===== config.mk =====
export PLATFORM = sky130hd
export DESIGN_NAME = dac_spi_rx_flat
export DESIGN_NICKNAME = d
export VERILOG_FILES = /design/src/rtl/dac_spi_rx_pkg.sv /design/src/rtl/dac_spi_rx_if.sv /design/src/rtl/dac_spi_rx_spi_frame_shifter.sv /design/src/rtl/dac_spi_rx.sv /design/src/flat_wrapper.sv
export SDC_FILE = /design/constraint.sdc
export NUM_CORES = 1
export LEC_CHECK = 0
export ABC_AREA = 1
export CAP_MARGIN = 20
export CORE_MARGIN = 2
export CORE_UTILIZATION = 30
export CTS_BUF_LIST = sky130_fd_sc_hd__clkbuf_4 sky130_fd_sc_hd__clkbuf_8
export CTS_CLUSTER_DIAMETER = 100
export DETAILED_ROUTE_END_ITERATION = 8
export DONT_BUFFER_PORTS = 1
export GPL_TIMING_DRIVEN = 0
export SYNTH_ARGS = -nofsm -noshare
export SYNTH_HDL_FRONTEND = slang
export SYNTH_HIERARCHICAL = 1
export SYNTH_SLANG_ARGS = --single-unit
export TNS_END_PERCENT = 20

===== constraint.sdc =====
create_clock -name clk -period 6.85 [get_ports clk]
set_clock_uncertainty 0.1 [all_clocks]
set_input_delay 1.37 -clock clk [delete_from_list [all_inputs] [get_ports clk]]
set_output_delay 1.37 -clock clk [all_outputs]
set_load 0.02 [all_outputs]

===== src/rtl/dac_spi_rx_pkg.sv =====
// dac_spi_pkg: shared constants, field positions and enums for the DAC SPI receiver.
// Optional build macro used by the top: DAC_SPI_RX_STATS_EN.
package dac_spi_pkg;

  localparam int FRAME_BITS = 32;
  localparam int DATA_W     = 12;

  // Field positions inside the 32-bit frame
  localparam int CMD_MSB  = 27;
  localparam int CMD_LSB  = 24;
  localparam int ADDR_MSB = 23;
  localparam int ADDR_LSB = 20;
  localparam int DATA_MSB = 19;
  localparam int DATA_LSB = 8;
  localparam int REF_BIT  = 0;

  // Bit counter must hold FRAME_BITS+1 so over-long frames stay distinguishable
  localparam int CNT_W = $clog2(FRAME_BITS + 2);
  localparam logic [CNT_W-1:0] CNT_MAX  = CNT_W'(FRAME_BITS + 1);
  localparam logic [CNT_W-1:0] CNT_FULL = CNT_W'(FRAME_BITS);

  localparam logic [3:0] ADDR_ALL = 4'hF;

  typedef enum logic [3:0] {
    CMD_WR_IN  = 4'h0,
    CMD_UPD    = 4'h1,
    CMD_WR_UPD = 4'h3,
    CMD_SETUP  = 4'h8
  } cmd_t;

  typedef enum logic [1:0] {
    SYNC   = 2'd0,
    IDLE   = 2'd1,
    SHIFT  = 2'd2,
    DECODE = 2'd3
  } rx_state_t;

endpackage


===== src/rtl/dac_spi_rx_if.sv =====
// dac_spi_rx_if: serial link plus readback/update signals of the DAC SPI receiver.
// master = the side driving cs/mosi/rd_ch, slave = dac_spi_rx.
interface dac_spi_rx_if;
  import dac_spi_pkg::*;

  logic              cs;
  logic              mosi;
  logic [2:0]        rd_ch;
  logic [DATA_W-1:0] rd_code;
  logic              ref_en;
  logic              upd_valid;
  logic [3:0]        upd_ch;
  logic [DATA_W-1:0] upd_code;
  logic              frame_err;
  logic              cmd_err;

  modport master (
    output cs, mosi, rd_ch,
    input  rd_code, ref_en, upd_valid, upd_ch, upd_code, frame_err, cmd_err
  );

  modport slave (
    input  cs, mosi, rd_ch,
    output rd_code, ref_en, upd_valid, upd_ch, upd_code, frame_err, cmd_err
  );

endinterface


===== src/rtl/dac_spi_rx_spi_frame_shifter.sv =====
// spi_frame_shifter: MSB-first deserialiser with saturating bit counter and cs-rise detect.
module spi_frame_shifter
  import dac_spi_pkg::*;
(
  input  logic                  clk,
  input  logic                  rst,
  input  logic                  i_cs,
  input  logic                  i_mosi,
  input  logic                  i_start,
  input  logic                  i_shift,
  output logic [FRAME_BITS-1:0] o_word,
  output logic                  o_cnt_ok,
  output logic                  o_frame_done
);

  logic [FRAME_BITS-1:0] r_word;
  logic [CNT_W-1:0]      r_cnt;
  logic                  r_cs_q;

  // Shift bits in at the LSB; start restarts the count at one bit received
  always_ff @(posedge clk or posedge rst) begin
    if (rst) begin
      r_word <= '0;
      r_cnt  <= '0;
      r_cs_q <= 1'b1;
    end else begin
      r_cs_q <= i_cs;
      if (i_start) begin
        r_word <= {r_word[FRAME_BITS-2:0], i_mosi};
        r_cnt  <= CNT_W'(1);
      end else if (i_shift) begin
        r_word <= {r_word[FRAME_BITS-2:0], i_mosi};
        if (r_cnt != CNT_MAX) r_cnt <= r_cnt + 1'b1;
      end
    end
  end

  assign o_word       = r_word;
  assign o_cnt_ok     = (r_cnt == CNT_FULL);
  assign o_frame_done = i_cs & ~r_cs_q;

endmodule


===== src/rtl/dac_spi_rx.sv =====
// dac_spi_rx: SPI peripheral model for a multi-channel DAC (input/DAC register bank,
// reference enable, update/error pulses).
// Optional build macro DAC_SPI_RX_STATS_EN adds saturating good_frames/bad_frames counters.
module dac_spi_rx
  import dac_spi_pkg::*;
#(
  parameter int NUM_CH = 8
) (
  input  logic        clk,
  input  logic        rst,
`ifdef DAC_SPI_RX_STATS_EN
  output logic [15:0] good_frames,
  output logic [15:0] bad_frames,
`endif
  dac_spi_rx_if.slave bus
);

  rx_state_t             r_state;
  logic [DATA_W-1:0]     r_in  [NUM_CH];
  logic [DATA_W-1:0]     r_dac [NUM_CH];
  logic                  r_ref_en;
  logic                  r_upd_valid;
  logic [3:0]            r_upd_ch;
  logic [DATA_W-1:0]     r_upd_code;
  logic                  r_frame_err;
  logic                  r_cmd_err;

  logic [FRAME_BITS-1:0] w_word;
  logic                  w_cnt_ok;
  logic                  w_frame_done;
  logic                  w_start;
  logic                  w_shift;
  logic [3:0]            w_cmd;
  logic [3:0]            w_addr;
  logic [DATA_W-1:0]     w_data;
  logic                  w_all;
  logic                  w_addr_ok;
  logic [DATA_W-1:0]     w_sel_in;
  logic [DATA_W-1:0]     w_rd_code;

  // A new frame begins whenever cs low is seen in IDLE or in the DECODE cycle
  assign w_start = ~bus.cs & ((r_state == IDLE) | (r_state == DECODE));
  assign w_shift = ~bus.cs & (r_state == SHIFT);

  spi_frame_shifter u_shifter (
    .clk          (clk),
    .rst          (rst),
    .i_cs         (bus.cs),
    .i_mosi       (bus.mosi),
    .i_start      (w_start),
    .i_shift      (w_shift),
    .o_word       (w_word),
    .o_cnt_ok     (w_cnt_ok),
    .o_frame_done (w_frame_done)
  );

  assign w_cmd     = w_word[CMD_MSB:CMD_LSB];
  assign w_addr    = w_word[ADDR_MSB:ADDR_LSB];
  assign w_data    = w_word[DATA_MSB:DATA_LSB];
  assign w_all     = (w_addr == ADDR_ALL);
  assign w_addr_ok = w_all | (32'(w_addr) < NUM_CH);

  // Input register reported on a copy; a broadcast copy reports channel 0
  always_comb begin
    w_sel_in = '0;
    for (int i = 0; i < NUM_CH; i++) begin
      if (w_all ? (i == 0) : (w_addr == 4'(i))) w_sel_in = r_in[i];
    end
  end

  // Combinational readback of the selected DAC register
  always_comb begin
    w_rd_code = '0;
    for (int i = 0; i < NUM_CH; i++) begin
      if (bus.rd_ch == 3'(i)) w_rd_code = r_dac[i];
    end
  end

  // Receive FSM, command decode and register bank with registered pulses
  always_ff @(posedge clk or posedge rst) begin
    if (rst) begin
      r_state     <= SYNC;
      r_ref_en    <= 1'b0;
      r_upd_valid <= 1'b0;
      r_upd_ch    <= '0;
      r_upd_code  <= '0;
      r_frame_err <= 1'b0;
      r_cmd_err   <= 1'b0;
      for (int i = 0; i < NUM_CH; i++) begin
        r_in[i]  <= '0;
        r_dac[i] <= '0;
      end
    end else begin
      r_upd_valid <= 1'b0;
      r_frame_err <= 1'b0;
      r_cmd_err   <= 1'b0;
      case (r_state)
        SYNC:   if (bus.cs) r_state <= IDLE;
        IDLE:   if (!bus.cs) r_state <= SHIFT;
        SHIFT: begin
          if (w_frame_done) begin
            if (w_cnt_ok) begin
              r_state <= DECODE;
            end else begin
              r_frame_err <= 1'b1;
              r_state     <= IDLE;
            end
          end
        end
        DECODE: begin
          r_state <= bus.cs ? IDLE : SHIFT;
          if (!w_addr_ok) begin
            r_cmd_err <= 1'b1;
          end else begin
            case (w_cmd)
              CMD_WR_IN: begin
                for (int i = 0; i < NUM_CH; i++)
                  if (w_all || (w_addr == 4'(i))) r_in[i] <= w_data;
              end
              CMD_UPD: begin
                for (int i = 0; i < NUM_CH; i++)
                  if (w_all || (w_addr == 4'(i))) r_dac[i] <= r_in[i];
                r_upd_valid <= 1'b1;
                r_upd_ch    <= w_addr;
                r_upd_code  <= w_sel_in;
              end
              CMD_WR_UPD: begin
                for (int i = 0; i < NUM_CH; i++) begin
                  if (w_all || (w_addr == 4'(i))) begin
                    r_in[i]  <= w_data;
                    r_dac[i] <= w_data;
                  end
                end
                r_upd_valid <= 1'b1;
                r_upd_ch    <= w_addr;
                r_upd_code  <= w_data;
              end
              CMD_SETUP: r_ref_en <= w_word[REF_BIT];
              default:   r_cmd_err <= 1'b1;
            endcase
          end
        end
        default: r_state <= SYNC;
      endcase
    end
  end

`ifdef DAC_SPI_RX_STATS_EN
  // Saturating frame statistics: every decoded frame, and every error pulse
  always_ff @(posedge clk or posedge rst) begin
    if (rst) begin
      good_frames <= '0;
      bad_frames  <= '0;
    end else begin
      if ((r_state == DECODE) && (good_frames != 16'hFFFF))
        good_frames <= good_frames + 16'd1;
      if ((r_frame_err || r_cmd_err) && (bad_frames != 16'hFFFF))
        bad_frames <= bad_frames + 16'd1;
    end
  end
`endif

  assign bus.rd_code   = w_rd_code;
  assign bus.ref_en    = r_ref_en;
  assign bus.upd_valid = r_upd_valid;
  assign bus.upd_ch    = r_upd_ch;
  assign bus.upd_code  = r_upd_code;
  assign bus.frame_err = r_frame_err;
  assign bus.cmd_err   = r_cmd_err;

endmodule


===== src/flat_wrapper.sv =====
// flat-port wrapper written by rule: the top's interface ports become plain ports
module dac_spi_rx_flat import dac_spi_pkg::*;
#(
  parameter int NUM_CH = 8
)
  (clk, rst, bus_cs, bus_mosi, bus_rd_ch, bus_rd_code, bus_ref_en, bus_upd_valid, bus_upd_ch, bus_upd_code, bus_frame_err, bus_cmd_err);
  dac_spi_rx_if bus_i ();
  input  logic clk;
  input  logic rst;
  input wire logic [$bits(bus_i.cs)-1:0] bus_cs;
  input wire logic [$bits(bus_i.mosi)-1:0] bus_mosi;
  input wire logic [$bits(bus_i.rd_ch)-1:0] bus_rd_ch;
  output wire logic [$bits(bus_i.rd_code)-1:0] bus_rd_code;
  output wire logic [$bits(bus_i.ref_en)-1:0] bus_ref_en;
  output wire logic [$bits(bus_i.upd_valid)-1:0] bus_upd_valid;
  output wire logic [$bits(bus_i.upd_ch)-1:0] bus_upd_ch;
  output wire logic [$bits(bus_i.upd_code)-1:0] bus_upd_code;
  output wire logic [$bits(bus_i.frame_err)-1:0] bus_frame_err;
  output wire logic [$bits(bus_i.cmd_err)-1:0] bus_cmd_err;
  assign bus_i.cs = bus_cs;
  assign bus_i.mosi = bus_mosi;
  assign bus_i.rd_ch = bus_rd_ch;
  assign bus_rd_code = bus_i.rd_code;
  assign bus_ref_en = bus_i.ref_en;
  assign bus_upd_valid = bus_i.upd_valid;
  assign bus_upd_ch = bus_i.upd_ch;
  assign bus_upd_code = bus_i.upd_code;
  assign bus_frame_err = bus_i.frame_err;
  assign bus_cmd_err = bus_i.cmd_err;
  dac_spi_rx #(.NUM_CH(NUM_CH)) u_core (.clk(clk), .rst(rst), .bus(bus_i));
endmodule

==> qor.yml <==
antenna_found_initial: 0
fmax_mhz: 214
slew_viol_final: 0
cts-root-buf: "clkbuf_8"
grt_max_degree: 43
crit_start: "bus_rd_ch[2]"
powerDensity_mw_per_mm2: 363
final_hold_viol_count: 0
cp_num_buf_inv: 2
die_h_um: 205
rr_worst_depth: 10
finalSetupViolations: 0
viasPerCell: 4.88
cts_resized: 0
syn-cell-area_mm2: 0.0121
overflow: 0
worst_setup_path_end_kind: "primary output"
synth_cells: 1459
grt_pass1_vias: 9772
boundaryPins: 39
dp_hpwl_mm: 29.4
layout-drive-gt1-share_pct: 13.2
h-tree-depth: 2
start_kind: "input port"
final_antenna_net_count: 0
syn-num-nets: 1469
drc: 0
die_area_mm2: 0.0420
rsz0062_at_grt: "false"
period_needed_ps: 4660
globalplace.congestion: 0.892
clock-sinks: 249
synth_warnings: 6
crit_required_ps: 5380
hold_depth: 1
worst_path_max_delay_cell: "clkbuf_1"
status: "complete, no violations"
rows: 73
insertedDiodeCount: 0
die_x_um: 205
io_buffers: 0
ir_worst_vdd_mv: 0.201
tns_ps: 0
grtUsageTotal_pct: 18.7
slowest_delay_ps: 460
crit_fanout: 10
min_from: "u_core/r_dac[23]$_DFFE_PP0P_"
timing.final.crit_share_pct: 68.1
slew_headroom_pct: 41.5
r2r-end: "u_core/r_dac[34]$_DFFE_PP0P_"
min_to: "u_core/r_dac[23]$_DFFE_PP0P_"
core_mm2: 0.0398
start_util_pct: 30.4
postCtsSetupBuffers: 0
cts_tree: "built"
regToRegSetupSlack_ps: 4250
drt_pre_antenna_iters: 6
crit_family: "compound AO/OA/AOI/OAI gates"
drv_cap: 0
cp_cell_sequence: "inv_1, nand3_1, clkbuf_1, o22ai_1, a21oi_1, nand2_1, a21oi_1, nand4_1"
clkLatencyLatePin_ps: 550
r2r_start: "u_core/u_shifter/o_word[27]$_DFFE_PP0P_"
initialDrtViolationCount: 932
critical_path_class: "input port to primary output"
hold_ws_ps: 374
grt_pass1_wl_mm: 59.5
routedWlPerCell_um: 18.8
clk_pin_slew_ps: 50
vias: 10100
syn_avg_cell_area_um2: 8.30
finalNetCount: 1522
cts_hold_buf: 0
area_delta_synth_final_pct: 14.0
drt-total-wl_mm: 38.8
cts_buffer_depth: 3
cpMostUsedCell: "a21oi_1"
hp-class: "flip-flop to flip-flop"
arrival_ps: 3190
tightest_slew_ps: 875
cts-buffers-inserted: 45
p_leak_nw: 7.21
-- state kept, by name, indices dropped and copies added (netlist names) --
signal / flops
u_core/bus.upd_valid: 1
u_core/r_dac: 96
u_core/bus.frame_err: 1
u_core/bus.upd_ch: 4
u_core/r_in: 96
u_core/bus.ref_en: 1
u_core/u_shifter/o_word: 28
u_core/bus.upd_code: 12
u_core/bus.cmd_err: 1
u_core/u_shifter/r_cnt: 6
u_core/r_state: 2
u_core/u_shifter/r_cs_q: 1
-- worst max-delay path by stage --
stage | cells after the start | end
floorplan | 1 | u_core/bus.cmd_err$_DFF_PP0_
global placement | 1 | u_core/r_dac[16]$_DFFE_PP0P_
detailed placement | 8 | bus_rd_code[4]
CTS | 8 | bus_rd_code[4]
global route | 8 | bus_rd_code[4]
finish | 8 | bus_rd_code[6]
-- cell usage in the layout, fill, tap and decap left out, types with 19 or more instances in the layout --
| master | count |
|---|---|
| nand3_1 | 33 |
| o21ai_0 | 178 |
| a21oi_1 | 63 |
| nor2_1 | 77 |
| dfrtp_1 | 248 |
| clkbuf_8 | 57 |
| inv_1 | 194 |
| buf_2 | 19 |
| a21o_1 | 19 |
| nand2_1 | 395 |
-- per-layer routing --
layer	part of all wire [%]	up-vias	GRT usage [%]
li1	-	4799	-
met1	46	4830	26.7
met2	44	368	28.6
met3	6.8	74	3.09
met4	3.1	0	6.63
met5	0	-	0
-- where the power goes --
part / switching [mW] / leakage [nW] / internal (mW) / total [mW]
sequential: 0.348 / 3.39 / 1.83 / 2.18
combinational: 1.01 / 3.33 / 0.409 / 1.42
clock: 0.597 / 0.482 / 0.809 / 1.41
-- final cells by class --
| cell class | instances | area [um2] |
|---|---|---|
| plain buffers | 60 | 388 |
| clock buffers | 70 | 882 |
| clock inverters | 4 | 22.5 |
| fillers | 4218 | 26000 |
| inverters | 202 | 767 |
| multi-input cells | 948 | 4720 |
| flip-flops and latches | 249 | 6230 |
| well taps | 525 | 657 |
| repair buffers | 6 | 128 |
-- per-stage QoR --
| stage | instance area [um2] | cells | setup slack [ps] | power, mW | util, % |
|---|---|---|---|---|---|
| 6_report | 13800 | 2064 | 2190 | 5.00 | 34.6 |
| 4_1_cts | 13800 | 2064 | 2170 | 5.01 | 34.6 |
| 5_1_grt | 13800 | 2064 | 2080 | 5.29 | 34.6 |
| 3_5_place_dp | 12900 | 1990 | 2170 | 3.59 | 32.4 |
| 2_1_floorplan | 12100 | 1459 | 2600 | 3.03 | - |
| 3_3_place_gp | 12800 | 1984 | 1360 | 3.56 | 32.1 |
(Power assumes the default switching activity.)
